File: config.mk
export PLATFORM = sky130hd
export DESIGN_NAME = novacore_cfg_loader_flat
export DESIGN_NICKNAME = d
export VERILOG_FILES = /design/src/rtl/novacore_cfg_pkg.sv /design/src/rtl/novacore_cfg_loader_if.sv /design/src/rtl/novacore_cfg_frame_asm.sv /design/src/rtl/novacore_cfg_loader.sv /design/src/flat_wrapper.sv
export SDC_FILE = /design/constraint.sdc
export NUM_CORES = 1
export LEC_CHECK = 0
export ABC_CLOCK_PERIOD_IN_PS = 6250
export CORE_MARGIN = 4
export CORE_UTILIZATION = 51
export CTS_CLUSTER_DIAMETER = 40
export DETAILED_ROUTE_END_ITERATION = 10
export PLACE_DENSITY = 0.87
export SYNTH_ARGS = -nofsm -noshare
export SYNTH_HDL_FRONTEND = slang
export SYNTH_SLANG_ARGS = --single-unit
File: constraint.sdc
create_clock -name clk -period 6.25 [get_ports clk]
set_input_delay 1.5625 -clock clk [delete_from_list [all_inputs] [get_ports clk]]
set_output_delay 1.5625 -clock clk [all_outputs]
set_load 0.01 [all_outputs]
File: src/rtl/novacore_cfg_pkg.sv
`default_nettype none
// ------------------------------------------------------------------------
// novacore_cfg_pkg : shared types/constants for the NovaCORE config loader.
// Rev 1.0
// ------------------------------------------------------------------------
package novacore_cfg_pkg;

  localparam int DEF_BUS_W     = 74;
  localparam int DEF_UID_W     = 9;
  localparam int DEF_NUM_CELLS = 81;
  localparam int DEF_IN_W      = 32;

  function automatic int calc_wpf(input int bus_w, input int in_w);
    return (bus_w + in_w - 1) / in_w;
  endfunction

  localparam int WPF = calc_wpf(DEF_BUS_W, DEF_IN_W);

  typedef enum logic [2:0] {
    ST_IDLE  = 3'd0,
    ST_LOAD  = 3'd1,
    ST_SETUP = 3'd2,
    ST_HIGH  = 3'd3,
    ST_HOLD  = 3'd4,
    ST_CHECK = 3'd5,
    ST_FIN   = 3'd6
  } state_t;

endpackage
`default_nettype wire

File: src/rtl/novacore_cfg_loader_if.sv
`default_nettype none
// ------------------------------------------------------------------------
// novacore_cfg_loader_if : input word stream plus fabric config port.
// Rev 1.0
// ------------------------------------------------------------------------
interface novacore_cfg_loader_if
  import novacore_cfg_pkg::*;
#(
  parameter int BUS_W = DEF_BUS_W,
  parameter int UID_W = DEF_UID_W,
  parameter int IN_W  = DEF_IN_W
) ();
  logic [IN_W-1:0]  in_data;
  logic             in_valid;
  logic             in_ready;
  logic             mode;
  logic [BUS_W-1:0] c_bus;
  logic [UID_W-1:0] c_uid;
  logic             c_clk;

  modport master (
    input  in_data, in_valid,
    output in_ready, mode, c_bus, c_uid, c_clk
  );

  modport slave (
    output in_data, in_valid,
    input  in_ready, mode, c_bus, c_uid, c_clk
  );
endinterface
`default_nettype wire

File: src/rtl/novacore_cfg_frame_asm.sv
`default_nettype none
// ------------------------------------------------------------------------
// novacore_cfg_frame_asm : packs IN_W-bit words into a BUS_W-bit frame.
// Rev 1.0
// ------------------------------------------------------------------------
module novacore_cfg_frame_asm
  import novacore_cfg_pkg::*;
#(
  parameter int BUS_W = DEF_BUS_W,
  parameter int IN_W  = DEF_IN_W,
  parameter int WPF_N = calc_wpf(BUS_W, IN_W)
) (
  input  logic             clk,
  input  logic             rst,
  input  logic             clr_i,
  input  logic [IN_W-1:0]  word_i,
  input  logic             wr_i,
  output logic [BUS_W-1:0] frame_o,
  output logic             full_o
);
  localparam int              CNT_W    = (WPF_N > 1) ? $clog2(WPF_N) : 1;
  localparam logic [CNT_W-1:0] CNT_LAST = CNT_W'(WPF_N - 1);

  logic [CNT_W-1:0] cnt_q;

  // full_o flags the write that completes the frame
  assign full_o = wr_i && (cnt_q == CNT_LAST);

  always_ff @(posedge clk or posedge rst) begin
    if (rst)
      cnt_q <= '0;
    else if (clr_i)
      cnt_q <= '0;
    else if (wr_i)
      cnt_q <= full_o ? '0 : cnt_q + CNT_W'(1);
  end

  generate
    for (genvar k = 0; k < WPF_N; k++) begin : g_slot
      localparam int LO = k * IN_W;
      localparam int SW = ((BUS_W - LO) < IN_W) ? (BUS_W - LO) : IN_W;
      logic [SW-1:0] slot_q;

      always_ff @(posedge clk or posedge rst) begin
        if (rst)
          slot_q <= '0;
        else if (wr_i && (cnt_q == CNT_W'(k)))
          slot_q <= word_i[SW-1:0];
      end

      assign frame_o[LO +: SW] = slot_q;
    end
  endgenerate
endmodule
`default_nettype wire

File: src/rtl/novacore_cfg_loader.sv
`default_nettype none
// ------------------------------------------------------------------------
// novacore_cfg_loader : streams packed frames into the array, one c_clk per
// cell. Define CFG_CHECKSUM_EN for a trailing sum-word check. Rev 1.0
// ------------------------------------------------------------------------
module novacore_cfg_loader
  import novacore_cfg_pkg::*;
#(
  parameter int BUS_W     = DEF_BUS_W,
  parameter int UID_W     = DEF_UID_W,
  parameter int NUM_CELLS = DEF_NUM_CELLS,
  parameter int IN_W      = DEF_IN_W,
  parameter int CLK_DIV   = 2
) (
  input  logic                  clk,
  input  logic                  rst,
  input  logic                  start_i,
  input  logic                  abort_i,
  novacore_cfg_loader_if.master cfg,
  output logic                  busy_o,
  output logic                  done_o,
  output logic                  err_o,
  output logic [UID_W-1:0]      cell_cnt_o
);
  localparam int               WPF_L    = calc_wpf(BUS_W, IN_W);
  localparam int               TMR_W    = (CLK_DIV > 1) ? $clog2(CLK_DIV) : 1;
  localparam logic [TMR_W-1:0] TMR_LAST = TMR_W'(CLK_DIV - 1);
  localparam logic [UID_W-1:0] UID_LAST = UID_W'(NUM_CELLS - 1);

  state_t           state_q, state_d;
  logic [TMR_W-1:0] tmr_q, tmr_d;
  logic [UID_W-1:0] uid_q, uid_d;
  logic [UID_W-1:0] cnt_q, cnt_d;
  logic             mode_q, mode_d;
  logic             err_q, err_d;
  logic             cclk_q, done_q;

  logic             w_xfer, w_wr, w_full, w_clr, w_tmr_end;
  logic [BUS_W-1:0] w_frame;

`ifdef CFG_CHECKSUM_EN
  logic [IN_W-1:0]  sum_q;
  assign cfg.in_ready = (state_q == ST_LOAD) || (state_q == ST_CHECK);
`else
  assign cfg.in_ready = (state_q == ST_LOAD);
`endif

  assign w_xfer    = cfg.in_valid && cfg.in_ready;
  assign w_wr      = w_xfer && (state_q == ST_LOAD);
  assign w_tmr_end = (tmr_q == TMR_LAST);

  novacore_cfg_frame_asm #(
    .BUS_W (BUS_W),
    .IN_W  (IN_W),
    .WPF_N (WPF_L)
  ) u_frame (
    .clk     (clk),
    .rst     (rst),
    .clr_i   (w_clr),
    .word_i  (cfg.in_data),
    .wr_i    (w_wr),
    .frame_o (w_frame),
    .full_o  (w_full)
  );

  always_comb begin
    state_d = state_q;
    tmr_d   = tmr_q;
    uid_d   = uid_q;
    cnt_d   = cnt_q;
    mode_d  = mode_q;
    err_d   = err_q;
    w_clr   = 1'b0;
    if (abort_i) begin
      // abort outranks start and drops any partly assembled frame
      if (state_q != ST_IDLE) begin
        state_d = ST_IDLE;
        w_clr   = 1'b1;
      end
    end else begin
      case (state_q)
        ST_IDLE: begin
          if (start_i) begin
            state_d = ST_LOAD;
            mode_d  = 1'b1;
            err_d   = 1'b0;
            uid_d   = '0;
            cnt_d   = '0;
            w_clr   = 1'b1;
          end
        end
        ST_LOAD: begin
          if (w_full) begin
            state_d = ST_SETUP;
            tmr_d   = '0;
          end
        end
        ST_SETUP: begin
          if (w_tmr_end) begin
            state_d = ST_HIGH;
            tmr_d   = '0;
          end else begin
            tmr_d = tmr_q + TMR_W'(1);
          end
        end
        ST_HIGH: begin
          if (w_tmr_end) begin
            state_d = ST_HOLD;
            tmr_d   = '0;
          end else begin
            tmr_d = tmr_q + TMR_W'(1);
          end
        end
        ST_HOLD: begin
          if (w_tmr_end) begin
            tmr_d = '0;
            cnt_d = cnt_q + UID_W'(1);
            if (uid_q == UID_LAST) begin
`ifdef CFG_CHECKSUM_EN
              state_d = ST_CHECK;
`else
              state_d = ST_FIN;
`endif
            end else begin
              uid_d   = uid_q + UID_W'(1);
              state_d = ST_LOAD;
            end
          end else begin
            tmr_d = tmr_q + TMR_W'(1);
          end
        end
`ifdef CFG_CHECKSUM_EN
        ST_CHECK: begin
          if (w_xfer) begin
            if (cfg.in_data == sum_q) begin
              state_d = ST_FIN;
            end else begin
              err_d   = 1'b1;
              state_d = ST_IDLE;
            end
          end
        end
`endif
        ST_FIN:  state_d = ST_IDLE;
        default: state_d = ST_IDLE;
      endcase
    end
    if (state_d == ST_FIN)
      mode_d = 1'b0;
  end

  always_ff @(posedge clk or posedge rst) begin
    if (rst) begin
      state_q <= ST_IDLE;
      tmr_q   <= '0;
      uid_q   <= '0;
      cnt_q   <= '0;
      mode_q  <= 1'b1;
      err_q   <= 1'b0;
      cclk_q  <= 1'b0;
      done_q  <= 1'b0;
    end else begin
      state_q <= state_d;
      tmr_q   <= tmr_d;
      uid_q   <= uid_d;
      cnt_q   <= cnt_d;
      mode_q  <= mode_d;
      err_q   <= err_d;
      cclk_q  <= (state_d == ST_HIGH);
      done_q  <= (state_d == ST_FIN);
    end
  end

`ifdef CFG_CHECKSUM_EN
  always_ff @(posedge clk or posedge rst) begin
    if (rst)
      sum_q <= '0;
    else if (state_q == ST_IDLE)
      sum_q <= '0;
    else if (w_wr)
      sum_q <= sum_q + cfg.in_data;
  end
`endif

  assign cfg.mode   = mode_q;
  assign cfg.c_bus  = w_frame;
  assign cfg.c_uid  = uid_q;
  assign cfg.c_clk  = cclk_q;
  assign busy_o     = (state_q != ST_IDLE);
  assign done_o     = done_q;
  assign err_o      = err_q;
  assign cell_cnt_o = cnt_q;
endmodule
`default_nettype wire

File: src/flat_wrapper.sv
// flat-port wrapper written by rule: the top's interface ports become plain ports
module novacore_cfg_loader_flat import novacore_cfg_pkg::*;
#(
  parameter int BUS_W     = DEF_BUS_W,
  parameter int UID_W     = DEF_UID_W,
  parameter int NUM_CELLS = DEF_NUM_CELLS,
  parameter int IN_W      = DEF_IN_W,
  parameter int CLK_DIV   = 2
)
  (clk, rst, start_i, abort_i, busy_o, done_o, err_o, cell_cnt_o, cfg_in_data, cfg_in_valid, cfg_in_ready, cfg_mode, cfg_c_bus, cfg_c_uid, cfg_c_clk);
  novacore_cfg_loader_if #(.BUS_W(BUS_W), .UID_W(UID_W), .IN_W(IN_W)) cfg_i ();
  input  logic clk;
  input  logic rst;
  input  logic start_i;
  input  logic abort_i;
  output logic busy_o;
  output logic done_o;
  output logic err_o;
  output logic [UID_W-1:0] cell_cnt_o;
  input wire logic [$bits(cfg_i.in_data)-1:0] cfg_in_data;
  input wire logic [$bits(cfg_i.in_valid)-1:0] cfg_in_valid;
  output wire logic [$bits(cfg_i.in_ready)-1:0] cfg_in_ready;
  output wire logic [$bits(cfg_i.mode)-1:0] cfg_mode;
  output wire logic [$bits(cfg_i.c_bus)-1:0] cfg_c_bus;
  output wire logic [$bits(cfg_i.c_uid)-1:0] cfg_c_uid;
  output wire logic [$bits(cfg_i.c_clk)-1:0] cfg_c_clk;
  assign cfg_i.in_data = cfg_in_data;
  assign cfg_i.in_valid = cfg_in_valid;
  assign cfg_in_ready = cfg_i.in_ready;
  assign cfg_mode = cfg_i.mode;
  assign cfg_c_bus = cfg_i.c_bus;
  assign cfg_c_uid = cfg_i.c_uid;
  assign cfg_c_clk = cfg_i.c_clk;
  novacore_cfg_loader #(.BUS_W(BUS_W), .UID_W(UID_W), .NUM_CELLS(NUM_CELLS), .IN_W(IN_W), .CLK_DIV(CLK_DIV)) u_core (.clk(clk), .rst(rst), .start_i(start_i), .abort_i(abort_i), .cfg(cfg_i), .busy_o(busy_o), .done_o(done_o), .err_o(err_o), .cell_cnt_o(cell_cnt_o));
endmodule
Word-level counts from Yosys, hierarchy flattened:

Index checks and enable logic that the tools add are counted.
W data, S select, Z words.

* input bits: 37
* register bits after elaboration: 101
* output and inout bits: 98

* reduce and logical (&&, ||, !) cells: 18
* add/subtract/negate cells: 4
* mux-type cells: 29
* eq/ne operators: 14
* bitwise logic cells: 1

Operators by type and width (number)
* $mux W9: 4
* $pmux W9 S2: 2
* $mux W3: 8
* $add A9 B1 Y9 const B: 2
* $pmux W3 S5: 1
* $mux W1: 10
* $reduce_bool A2 Y1: 5
* $eq A3 B2 Y1 const B: 3
* $eq A9 B7 Y1 const B: 1
* $eq A3 B3 Y1 const B: 2
* $mux W2: 3
* $ne A2 B2 Y1 const B: 3
* $reduce_and A3 Y1: 2
* $logic_and A1 B1 Y1: 5
* $reduce_and A5 Y1: 1
* $ne A2 B1 Y1 const B: 2
* $reduce_and A4 Y1: 1
* $eq A3 B1 Y1 const B: 1
* $logic_not A3 Y1: 1
* $reduce_bool A3 Y1: 1
* $reduce_or A3 Y1: 1
* $add A2 B1 Y2 const B: 1
* $eq A2 B1 Y1 const B: 1
* $eq A2 B2 Y1 const B: 1
* 4 further kinds: 4

Logic depth before layout (Yosys ltp):

Gate-level depths: netlist of the first run.

* word-level depth: 10
* depth in mapped cells: 6

Hierarchy:

Synthesis of the first run repeated with hierarchy kept, for this count alone.

* cells, all modules: 321
* area, all modules: 4314.1 um^2

By module, submodules not included
* novacore_cfg_frame_asm: cells each 166, area an instance 2870.3 um^2, instances 1, seq. area each 1901.8 um^2
* novacore_cfg_loader: cells each 155, area an instance 1443.9 um^2, instances 1, seq. area each 626.9 um^2

Worst setup path before layout of the first run:

Ideal clock, no wire load.

* path type: input -> register
* from: in abort_i
* to: reg u_core.cnt_q[7], in the netlist u_core.cell_cnt_o[7]
* data required time: 6173 ps
* stages on the path: 5
* arrival: 2695 ps
* setup slack: 3477 ps
* cells stage by stage: buf_2 > nor3_4 > nand2_1 > or4_1 > a21oi_1

* longest elaborated chain between the ends: 2

Ends and longest elaborated chain
* start: declaration: line flat_wrapper.sv:15 `input logic abort_i;`
* $not A1 Y1 (no line)
* $reduce_and A4 Y1 (no line)
* end signal: assignment: line novacore_cfg_loader.sv:166 `cnt_q <= cnt_d;`
* end: declaration: line novacore_cfg_loader.sv:33 `logic [UID_W-1:0] cnt_q, cnt_d;`

Every way passes these cells.
A chain may end at the register's enable or synchronous reset.

Final worst setup path of the first run:

* from: reg u_core.state_q[1]
* to: out busy_o

* longest elaborated chain between the ends: 1

Ends and longest elaborated chain
* start: declaration: line novacore_cfg_loader.sv:30 `state_t state_q, state_d;`
* start signal: assignment: line novacore_cfg_loader.sv:163 `state_q <= state_d;`
* $reduce_bool A3 Y1: line novacore_cfg_loader.sv:189 `assign busy_o = (state_q != ST_IDLE);`
* end: declaration: line flat_wrapper.sv:16 `output logic busy_o;`

Every way passes these cells.

==> metrics.txt, run 1 <==
# TYPE chip_impl_metric gauge
chip_impl_info{name="synth_top_flop_cell",value="sky130_fd_sc_hd__dfrtp_1"} 1
chip_impl_metric{name="cts_inserted_buffers",unit=""} 9
chip_impl_metric{name="worst_skew_late_latency",unit="ns"} 0.36
chip_impl_info{name="most_used_standard_cell_by_instance_count_after_synthesis",value="sky130_fd_sc_hd__dfrtp_1"} 1
chip_impl_metric{name="cts-root-to-sink-buffers",unit=""} 2
chip_impl_info{name="yosys.area.top_type",value="sky130_fd_sc_hd__dfrtp_1"} 1
chip_impl_metric{name="placed_wire_length_estimate_after_detailed_placement",unit="µm"} 6950
chip_impl_metric{name="final_antenna_net_count",unit=""} 0
chip_impl_metric{name="grt_overflow_total",unit=""} 0
chip_impl_metric{name="finalWirelength",unit="µm"} 9690
chip_impl_metric{name="postSynthAreaPerCell",unit="µm²"} 14.0
chip_impl_metric{name="grt_use_total",unit=""} 0.195
chip_impl_metric{name="detailroute.via_count",unit=""} 2957
chip_impl_metric{name="count_of_final_setup_violators",unit=""} 0
chip_impl_metric{name="netlist_area",unit="mm²"} 0.00443
chip_impl_metric{name="maximum_clock_rate",unit="MHz"} 282
chip_impl_info{name="timing.critical_path.to",value="busy_o"} 1
chip_impl_info{name="critPathSlowestCell",value="sky130_fd_sc_hd__dfrtp_1"} 1
chip_impl_metric{name="initial_core_util",unit=""} 0.532
chip_impl_metric{name="global_placement_routability_congestion",unit=""} 0.800
chip_impl_info{name="cpLargestDelayFamily",value="flip-flops"} 1
chip_impl_metric{name="power_leakage",unit="nW"} 2.67
chip_impl_metric{name="fin_util",unit=""} 0.722
chip_impl_metric{name="period_share",unit=""} 0.568
chip_impl_info{name="root_buffer",value="sky130_fd_sc_hd__clkbuf_8"} 1
chip_impl_metric{name="std_cell_rows",unit=""} 33
chip_impl_info{name="crit_path_cell_trace",value="or3_1 > clkdlybuf4s50_1"} 1
chip_impl_metric{name="hold_buffers",unit=""} 0
chip_impl_metric{name="fin_skew",unit="ns"} 0.0131
chip_impl_metric{name="dr.pass1.iters",unit=""} 4
chip_impl_metric{name="drc",unit=""} 0
chip_impl_info{name="start_kind",value="flip-flop"} 1
chip_impl_info{name="cts_tree",value="built"} 1
chip_impl_metric{name="synth_cell_type_count",unit=""} 50
chip_impl_metric{name="report.final.hold_viol_count",unit=""} 0
chip_impl_metric{name="num-nets-final",unit=""} 486
chip_impl_metric{name="synth_nets",unit=""} 357
chip_impl_metric{name="crit_cells",unit=""} 2
chip_impl_metric{name="slew_headroom",unit=""} 0.285
chip_impl_info{name="grt_setup_unrepaired",value="no"} 1
chip_impl_metric{name="flip_flop_and_latch_count_after_synthesis",unit=""} 101
chip_impl_metric{name="antenna_found_initial",unit=""} 0
chip_impl_metric{name="power_density",unit="mW/mm²"} 398
chip_impl_metric{name="cts.sinks",unit=""} 101
chip_impl_metric{name="num-fill-cells",unit=""} 580
chip_impl_metric{name="post_synth_inst_count",unit=""} 317
chip_impl_metric{name="drv_cap",unit=""} 0
chip_impl_metric{name="grt_pass1_wl",unit="µm"} 15800
chip_impl_metric{name="initialDrtViolationCount",unit=""} 67
chip_impl_metric{name="n_antenna_cell",unit=""} 0
chip_impl_info{name="ys_top_cells_by_area",value="sky130_fd_sc_hd__dfrtp_1 (56%), sky130_fd_sc_hd__mux2_2 (12%), sky130_fd_sc_hd__mux2_4 (9.8%)"} 1
chip_impl_metric{name="finalMaxSlewViolations",unit=""} 0
chip_impl_metric{name="wire_per_inst",unit="µm"} 17.4
chip_impl_metric{name="asyncSetResetFlopFracSynth",unit=""} 1.00
chip_impl_metric{name="grt_pass1_vias",unit=""} 3178
chip_impl_metric{name="critical_path.max_fanout",unit=""} 14
chip_impl_metric{name="postCtsSetupBuffers",unit=""} 0
chip_impl_info{name="regToRegStartpoint",value="u_core.state_q[1]$_DFF_PP0_"} 1
chip_impl_metric{name="period_needed",unit="ns"} 3.55
chip_impl_metric{name="cp.arrival",unit="ns"} 1.99
chip_impl_metric{name="ys_seq_area_frac",unit=""} 0.570
chip_impl_metric{name="die_height",unit="µm"} 101
chip_impl_metric{name="yosys_warnings",unit=""} 0
chip_impl_metric{name="yosys.area.top_type_share",unit=""} 0.564
chip_impl_metric{name="setup_total_negative_slack",unit="ns"} 0
chip_impl_info{name="synthTopCellsByCount",value="sky130_fd_sc_hd__dfrtp_1 (100), sky130_fd_sc_hd__mux2_2 (47), sky130_fd_sc_hd__mux2_4 (29), sky130_fd_sc_hd__nor2_1 (18), sky130_fd_sc_hd__nand2_1 (16)"} 1
chip_impl_metric{name="cts.reportedPaths.clkPinSlew",unit="ns"} 0.09
chip_impl_metric{name="final_layout_size_suffix_gt1_frac",unit=""} 0.231
chip_impl_metric{name="ff2ff_setup_slack",unit="ns"} 3.75
chip_impl_metric{name="synth_edf_count",unit=""} 0
chip_impl_metric{name="cts_max_level",unit=""} 3
chip_impl_metric{name="cts_resized",unit=""} 0
chip_impl_metric{name="syn_to_final_growth",unit="%"} 35.7
chip_impl_metric{name="grt_max_degree",unit=""} 58
chip_impl_info{name="worst_setup_path_end_kind",value="primary output"} 1
chip_impl_metric{name="worst-endpoint-required",unit="ns"} 4.69
chip_impl_metric{name="avgViaCountPerCell",unit=""} 5.32
chip_impl_info{name="run_status",value="complete, no violations"} 1
chip_impl_info{name="crit_path_from",value="u_core.state_q[1]$_DFF_PP0_"} 1
chip_impl_metric{name="die_w",unit="µm"} 101
chip_impl_metric{name="r2r_cells",unit=""} 5
chip_impl_info{name="reg2reg_to",value="u_core.u_frame.g_slot[1].slot_q[26]$_DFFE_PP0P_"} 1
chip_impl_metric{name="vdd_ir_drop_max",unit="µV"} 238
chip_impl_info{name="hp-class",value="flip-flop to flip-flop"} 1
chip_impl_info{name="critical_path_class",value="flip-flop to primary output"} 1
chip_impl_metric{name="floorplan.die_area",unit="mm²"} 0.0103
chip_impl_metric{name="timing_worst_slew_pin_value",unit="ns"} 1.07
chip_impl_metric{name="biggest_cell_delay_along_the_critical_path",unit="ns"} 0.61
chip_impl_metric{name="path_buf_inv",unit=""} 1
chip_impl_metric{name="io-pin-count",unit=""} 135
chip_impl_metric{name="io_buffers",unit=""} 133
chip_impl_metric{name="placeableCoreArea",unit="mm²"} 0.00834
-- worst min path at each step --
stage	start	endpoint	slack (ns)	cells after the start
3_3_place_gp	u_core.u_frame.g_slot[1].slot_q[7]$_DFFE_PP0P_	u_core.u_frame.g_slot[1].slot_q[7]$_DFFE_PP0P_	0.49	1
3_5_place_dp	u_core.u_frame.g_slot[2].slot_q[0]$_DFFE_PP0P_	u_core.u_frame.g_slot[2].slot_q[0]$_DFFE_PP0P_	0.49	1
2_1_floorplan	u_core.cfg.mode$_DFFE_PP1P_	u_core.cfg.mode$_DFFE_PP1P_	0.51	2
4_1_cts	u_core.u_frame.g_slot[2].slot_q[0]$_DFFE_PP0P_	u_core.u_frame.g_slot[2].slot_q[0]$_DFFE_PP0P_	0.51	1
6_report	u_core.u_frame.g_slot[2].slot_q[0]$_DFFE_PP0P_	u_core.u_frame.g_slot[2].slot_q[0]$_DFFE_PP0P_	0.51	1
5_1_grt	u_core.u_frame.g_slot[2].slot_q[0]$_DFFE_PP0P_	u_core.u_frame.g_slot[2].slot_q[0]$_DFFE_PP0P_	0.52	1
-- final cells by class --
type	count	area, µm²	area share
flip-flops and latches	101	2530	0.420
repair buffers	135	1350	0.224
clock buffers	11	141	0.0235
inverters	4	17.5	0.00291
well taps	105	131	0.0218
clock inverters	5	82.6	0.0137
multi-input cells	195	1770	0.294
-- metal layers --
layer	global-route usage	routed length, µm	vias to the layer above
li1	-	-	1378
met5	0	0	-
met2	0.316	4590	98
met1	0.245	4080	1465
met4	0.0695	210	0
met3	0.0668	806	16
-- placed cells by master (no fill, tap or decap), types with 2 or more instances in the layout --
master,n
sky130_fd_sc_hd__bufinv_16,2
sky130_fd_sc_hd__clkbuf_8,10
sky130_fd_sc_hd__ha_1,3
sky130_fd_sc_hd__inv_1,3
sky130_fd_sc_hd__nor4_1,5
sky130_fd_sc_hd__xnor2_1,8
sky130_fd_sc_hd__o21ai_0,3
sky130_fd_sc_hd__nor3_1,2
sky130_fd_sc_hd__nor4b_1,2
sky130_fd_sc_hd__xor2_1,3
sky130_fd_sc_hd__clkdlybuf4s50_1,133
sky130_fd_sc_hd__mux2i_1,4
sky130_fd_sc_hd__or3_1,3
sky130_fd_sc_hd__nor2_1,18
sky130_fd_sc_hd__nand2_1,16
sky130_fd_sc_hd__dfrtp_1,100
sky130_fd_sc_hd__nor3b_2,2
sky130_fd_sc_hd__mux2_4,29
sky130_fd_sc_hd__buf_4,2
sky130_fd_sc_hd__or3b_1,2
sky130_fd_sc_hd__and2_1,3
sky130_fd_sc_hd__a21oi_1,9
sky130_fd_sc_hd__mux2_2,47
sky130_fd_sc_hd__nand3_1,8
sky130_fd_sc_hd__nand4_1,3
-- logic make-up after synthesis --
group	Yosys count	share of synthesized area
flops	101	0.570
mux	80	0.227
simple gates	77	0.106
compound gates	23	0.0353
buf+inv	21	0.0308
xor+xnor	11	0.0217
fa+ha+maj	3	0.00847
other cells	1	0.000846
-- power by group --
part / total, W / internal (W) / switching, W / leakage (nW)
Combinational: 0.000924 / 0.000608 / 0.000316 / 1.27
Clock: 0.000460 / 0.000238 / 0.000222 / 0.114
Sequential: 0.00101 / 0.000875 / 0.000135 / 1.28
-- per-stage QoR --
| step | total power [W] | worst slack, ns | instance area [µm²] | instances | hold WS, ns |
|---|---|---|---|---|---|
| 2_1_floorplan | 0.00141 | 2.04 | 4430 | 317 | 0.506 |
| 3_3_place_gp | 0.00192 | 2.54 | 5790 | 540 | 0.487 |
| 3_5_place_dp | 0.00196 | 2.50 | 5790 | 540 | 0.491 |
| 4_1_cts | 0.00242 | 2.70 | 6020 | 556 | 0.513 |
| 5_1_grt | 0.00252 | 2.63 | 6020 | 556 | 0.522 |
| 6_report | 0.00239 | 2.70 | 6020 | 556 | 0.511 |
-- state kept, by name, indices dropped and copies added, names as in the netlist --
name                          flops
u_core.cell_cnt_o                 9
u_core.cfg.c_clk                  1
u_core.cfg.c_uid                  9
u_core.cfg.mode                   1
u_core.done_o                     1
u_core.state_q                    3
u_core.tmr_q                      1
u_core.u_frame.cnt_q              2
u_core.u_frame.g_slot.slot_q     74
Note: power is estimated with default switching activity, not from simulation.
==> run 2: changes to the inputs <==
Settings changed: ABC_CLOCK_PERIOD_IN_PS 6250 to 3200, CORE_UTILIZATION 51 to 42, PLACE_DENSITY 0.87 to 0.77.
Clock period 6.25 ns to 3.2 ns, I/O delays scaled along.
==> run 2 against run 1 <==
  * Via count increased by 1.3%
  * First-iteration DRC count grew 57%
  * Global-route usage is 3.2 points lower
  * Utilization down 13 points
  * Die area increased by 20%
  * Critical path type unchanged
==> metrics.txt, run 2 (synthesis results as in run 1) <==
# TYPE chip_impl_metric gauge
chip_impl_metric{name="initialDrtViolationCount",unit=""} 105
chip_impl_metric{name="die_w",unit="µm"} 111
chip_impl_metric{name="dr.pass1.iters",unit=""} 4
chip_impl_metric{name="slew_headroom",unit=""} 0.500
chip_impl_metric{name="cp.arrival",unit="ns"} 1.96
chip_impl_info{name="reg2reg_to",value="u_core.u_frame.g_slot[0].slot_q[9]$_DFFE_PP0P_"} 1
chip_impl_metric{name="power.share.combinational",unit=""} 0.394
chip_impl_info{name="start_kind",value="flip-flop"} 1
chip_impl_metric{name="max_reg_flops",unit=""} 74
chip_impl_info{name="crit_path_cell_trace",value="or3_1 > clkdlybuf4s50_1"} 1
chip_impl_metric{name="finalMaxSlewViolations",unit=""} 0
chip_impl_metric{name="placeableCoreArea",unit="mm²"} 0.0103
chip_impl_metric{name="final_antenna_net_count",unit=""} 0
chip_impl_metric{name="report.final.hold_viol_count",unit=""} 0
chip_impl_metric{name="timing.hold.worst_path_depth",unit=""} 1
chip_impl_metric{name="cts_max_level",unit=""} 3
chip_impl_info{name="run_status",value="complete, no violations"} 1
chip_impl_metric{name="setup_total_negative_slack",unit="ns"} 0
chip_impl_metric{name="io_buffers",unit=""} 133
chip_impl_info{name="critPathSlowestCell",value="sky130_fd_sc_hd__dfrtp_1"} 1
chip_impl_metric{name="cts-root-to-sink-buffers",unit=""} 2
chip_impl_metric{name="hold_buffers",unit=""} 0
chip_impl_metric{name="cts_inserted_buffers",unit=""} 9
chip_impl_metric{name="wire_per_inst",unit="µm"} 16.8
chip_impl_info{name="hp-class",value="flip-flop to flip-flop"} 1
chip_impl_info{name="mostFrequentLayoutCell",value="sky130_fd_sc_hd__clkdlybuf4s50_1"} 1
chip_impl_info{name="register_containing_the_most_flip_flops_in_the_final_layout",value="u_core.u_frame.g_slot.slot_q"} 1
chip_impl_metric{name="global_placement_routability_congestion",unit=""} 0.800
chip_impl_metric{name="grt_pass1_wl",unit="µm"} 16400
chip_impl_info{name="mostFrequentLayoutCells",value="sky130_fd_sc_hd__clkdlybuf4s50_1 (133), sky130_fd_sc_hd__dfrtp_1 (100), sky130_fd_sc_hd__mux2_2 (47)"} 1
chip_impl_metric{name="power_switching",unit="W"} 0.00130
chip_impl_metric{name="period_share",unit=""} 0.862
chip_impl_metric{name="power.share.switching",unit=""} 0.285
chip_impl_metric{name="ff2ff_setup_slack",unit="ns"} 1.10
chip_impl_info{name="cts_tree",value="built"} 1
chip_impl_metric{name="std_cell_rows",unit=""} 37
chip_impl_metric{name="fin_skew",unit="ns"} 0.0146
chip_impl_metric{name="dpl_worst_slack",unit="ns"} 0.545
chip_impl_metric{name="syn_to_final_growth",unit="%"} 37.0
chip_impl_info{name="critical_path_class",value="flip-flop to primary output"} 1
chip_impl_metric{name="critical_path.max_fanout",unit=""} 14
chip_impl_info{name="holdCritStartpoint",value="u_core.u_frame.g_slot[1].slot_q[24]$_DFFE_PP0P_"} 1
chip_impl_metric{name="num-fill-cells",unit=""} 857
chip_impl_metric{name="grt_max_degree",unit=""} 102
chip_impl_info{name="grt_setup_unrepaired",value="no"} 1
chip_impl_metric{name="antenna_found_initial",unit=""} 0
chip_impl_metric{name="finalWirelength",unit="µm"} 9950
chip_impl_metric{name="placed_wire_length_estimate_after_detailed_placement",unit="µm"} 7000
chip_impl_metric{name="biggest_cell_delay_along_the_critical_path",unit="ns"} 0.59
chip_impl_metric{name="report.power.total",unit="W"} 0.00457
chip_impl_metric{name="numPlacedInstances",unit=""} 576
chip_impl_metric{name="post-route-worst-setup-slack",unit="ns"} 0.443
chip_impl_metric{name="vdd_ir_drop_max",unit="µV"} 384
chip_impl_info{name="root_buffer",value="sky130_fd_sc_hd__clkbuf_8"} 1
chip_impl_metric{name="drc",unit=""} 0
chip_impl_info{name="regToRegStartpoint",value="u_core.state_q[1]$_DFF_PP0_"} 1
chip_impl_metric{name="grt_use_total",unit=""} 0.164
chip_impl_metric{name="worst-endpoint-required",unit="ns"} 2.40
chip_impl_metric{name="power_leakage",unit="nW"} 2.67
chip_impl_metric{name="grt_overflow_total",unit=""} 0
chip_impl_metric{name="detailroute.via_count",unit=""} 2995
chip_impl_metric{name="count_of_final_setup_violators",unit=""} 0
chip_impl_metric{name="drv_cap",unit=""} 0
chip_impl_metric{name="multi_input_area",unit="mm²"} 0.00177
chip_impl_metric{name="postCtsSetupBuffers",unit=""} 0
chip_impl_metric{name="cellInternalPower",unit="W"} 0.00327
chip_impl_metric{name="period_needed",unit="ns"} 2.76
chip_impl_metric{name="die_height",unit="µm"} 111
chip_impl_info{name="worst_setup_path_end_kind",value="primary output"} 1
chip_impl_metric{name="final_layout_size_suffix_gt1_frac",unit=""} 0.237
chip_impl_metric{name="grt_pass1_vias",unit=""} 3246
chip_impl_info{name="holdPathEnd",value="u_core.u_frame.g_slot[1].slot_q[24]$_DFFE_PP0P_"} 1
chip_impl_metric{name="register_area",unit="mm²"} 0.00253
chip_impl_metric{name="n_antenna_cell",unit=""} 0
chip_impl_metric{name="power_density",unit="mW/mm²"} 752
chip_impl_metric{name="worst_skew_late_latency",unit="ns"} 0.36
chip_impl_metric{name="initial_core_util",unit=""} 0.430
chip_impl_metric{name="cts_resized",unit=""} 0
chip_impl_metric{name="layout.cells.non_filler",unit=""} 592
chip_impl_metric{name="power.sequential.fraction",unit=""} 0.430
chip_impl_metric{name="cts.reportedPaths.clkPinSlew",unit="ns"} 0.10
chip_impl_metric{name="io-pin-count",unit=""} 135
chip_impl_metric{name="avgViaCountPerCell",unit=""} 5.06
chip_impl_metric{name="floorplan.die_area",unit="mm²"} 0.0123
chip_impl_metric{name="num-nets-final",unit=""} 491
chip_impl_metric{name="cts.sinks",unit=""} 101
chip_impl_metric{name="timing_worst_slew_pin_value",unit="ns"} 0.729
chip_impl_metric{name="r2r_cells",unit=""} 4
chip_impl_metric{name="clockPowerShare",unit=""} 0.175
chip_impl_metric{name="maximum_clock_rate",unit="MHz"} 363
[run 2: stage by stage]
stage,cell area [µm²],util,hold slack [ns]
global placement,5880,0.570,0.487
finish,6080,0.589,0.512
detailed placement,5880,0.570,0.492
CTS,6080,0.589,0.515
floorplan,4440,-,0.506
global route,6080,0.589,0.529
[run 2: power groups by stage]
stage                     clock, W  sequential [W]  combinational [W]
after floorplan                  0         0.00215           0.000608
after global placement           0         0.00197            0.00180
after detailed placement         0         0.00199            0.00183
after CTS                 0.000834         0.00197            0.00184
after global routing      0.000891         0.00202            0.00192
final                     0.000802         0.00197            0.00180
[run 2: worst max-delay path by stage]
stage                                startpoint                                         endpoint  slack [ns]  cells after the start
floorplan                               abort_i                 u_core.cell_cnt_o[7]$_DFFE_PP0P_        1.19                      5
global placement                   cfg_in_valid  u_core.u_frame.g_slot[0].slot_q[13]$_DFFE_PP0P_        0.56                      5
detailed placement                 cfg_in_valid   u_core.u_frame.g_slot[0].slot_q[4]$_DFFE_PP0P_        0.54                      5
CTS                 u_core.state_q[1]$_DFF_PP0_                                           busy_o        0.41                      2
global route        u_core.state_q[1]$_DFF_PP0_                                           busy_o        0.35                      2
finish              u_core.state_q[1]$_DFF_PP0_                                           busy_o        0.44                      2
[run 2: cell type report]
class	instances	share of cell area
flip-flops and latches	101	0.416
multi-input cells	195	0.291
repair buffers	140	0.230
well taps	136	0.0280
clock buffers	11	0.0216
clock inverters	5	0.00988
inverters	4	0.00309
[run 2: layer usage]
| metal | vias up | wire (µm) | global-route usage |
|---|---|---|---|
| met5 | - | 0 | 0 |
| met4 | 0 | 115 | 0.0517 |
| met3 | 10 | 761 | 0.0562 |
| met2 | 92 | 5020 | 0.282 |
| met1 | 1512 | 4050 | 0.192 |
| li1 | 1381 | - | - |
[run 2: worst max-delay path: cells and delay by family (launching register included)]
kind | cells | cell delay, ns
buffers and inverters | 1 | 0.52
flip-flops | 1 | 0.59
AND/OR/NAND/NOR | 1 | 0.49
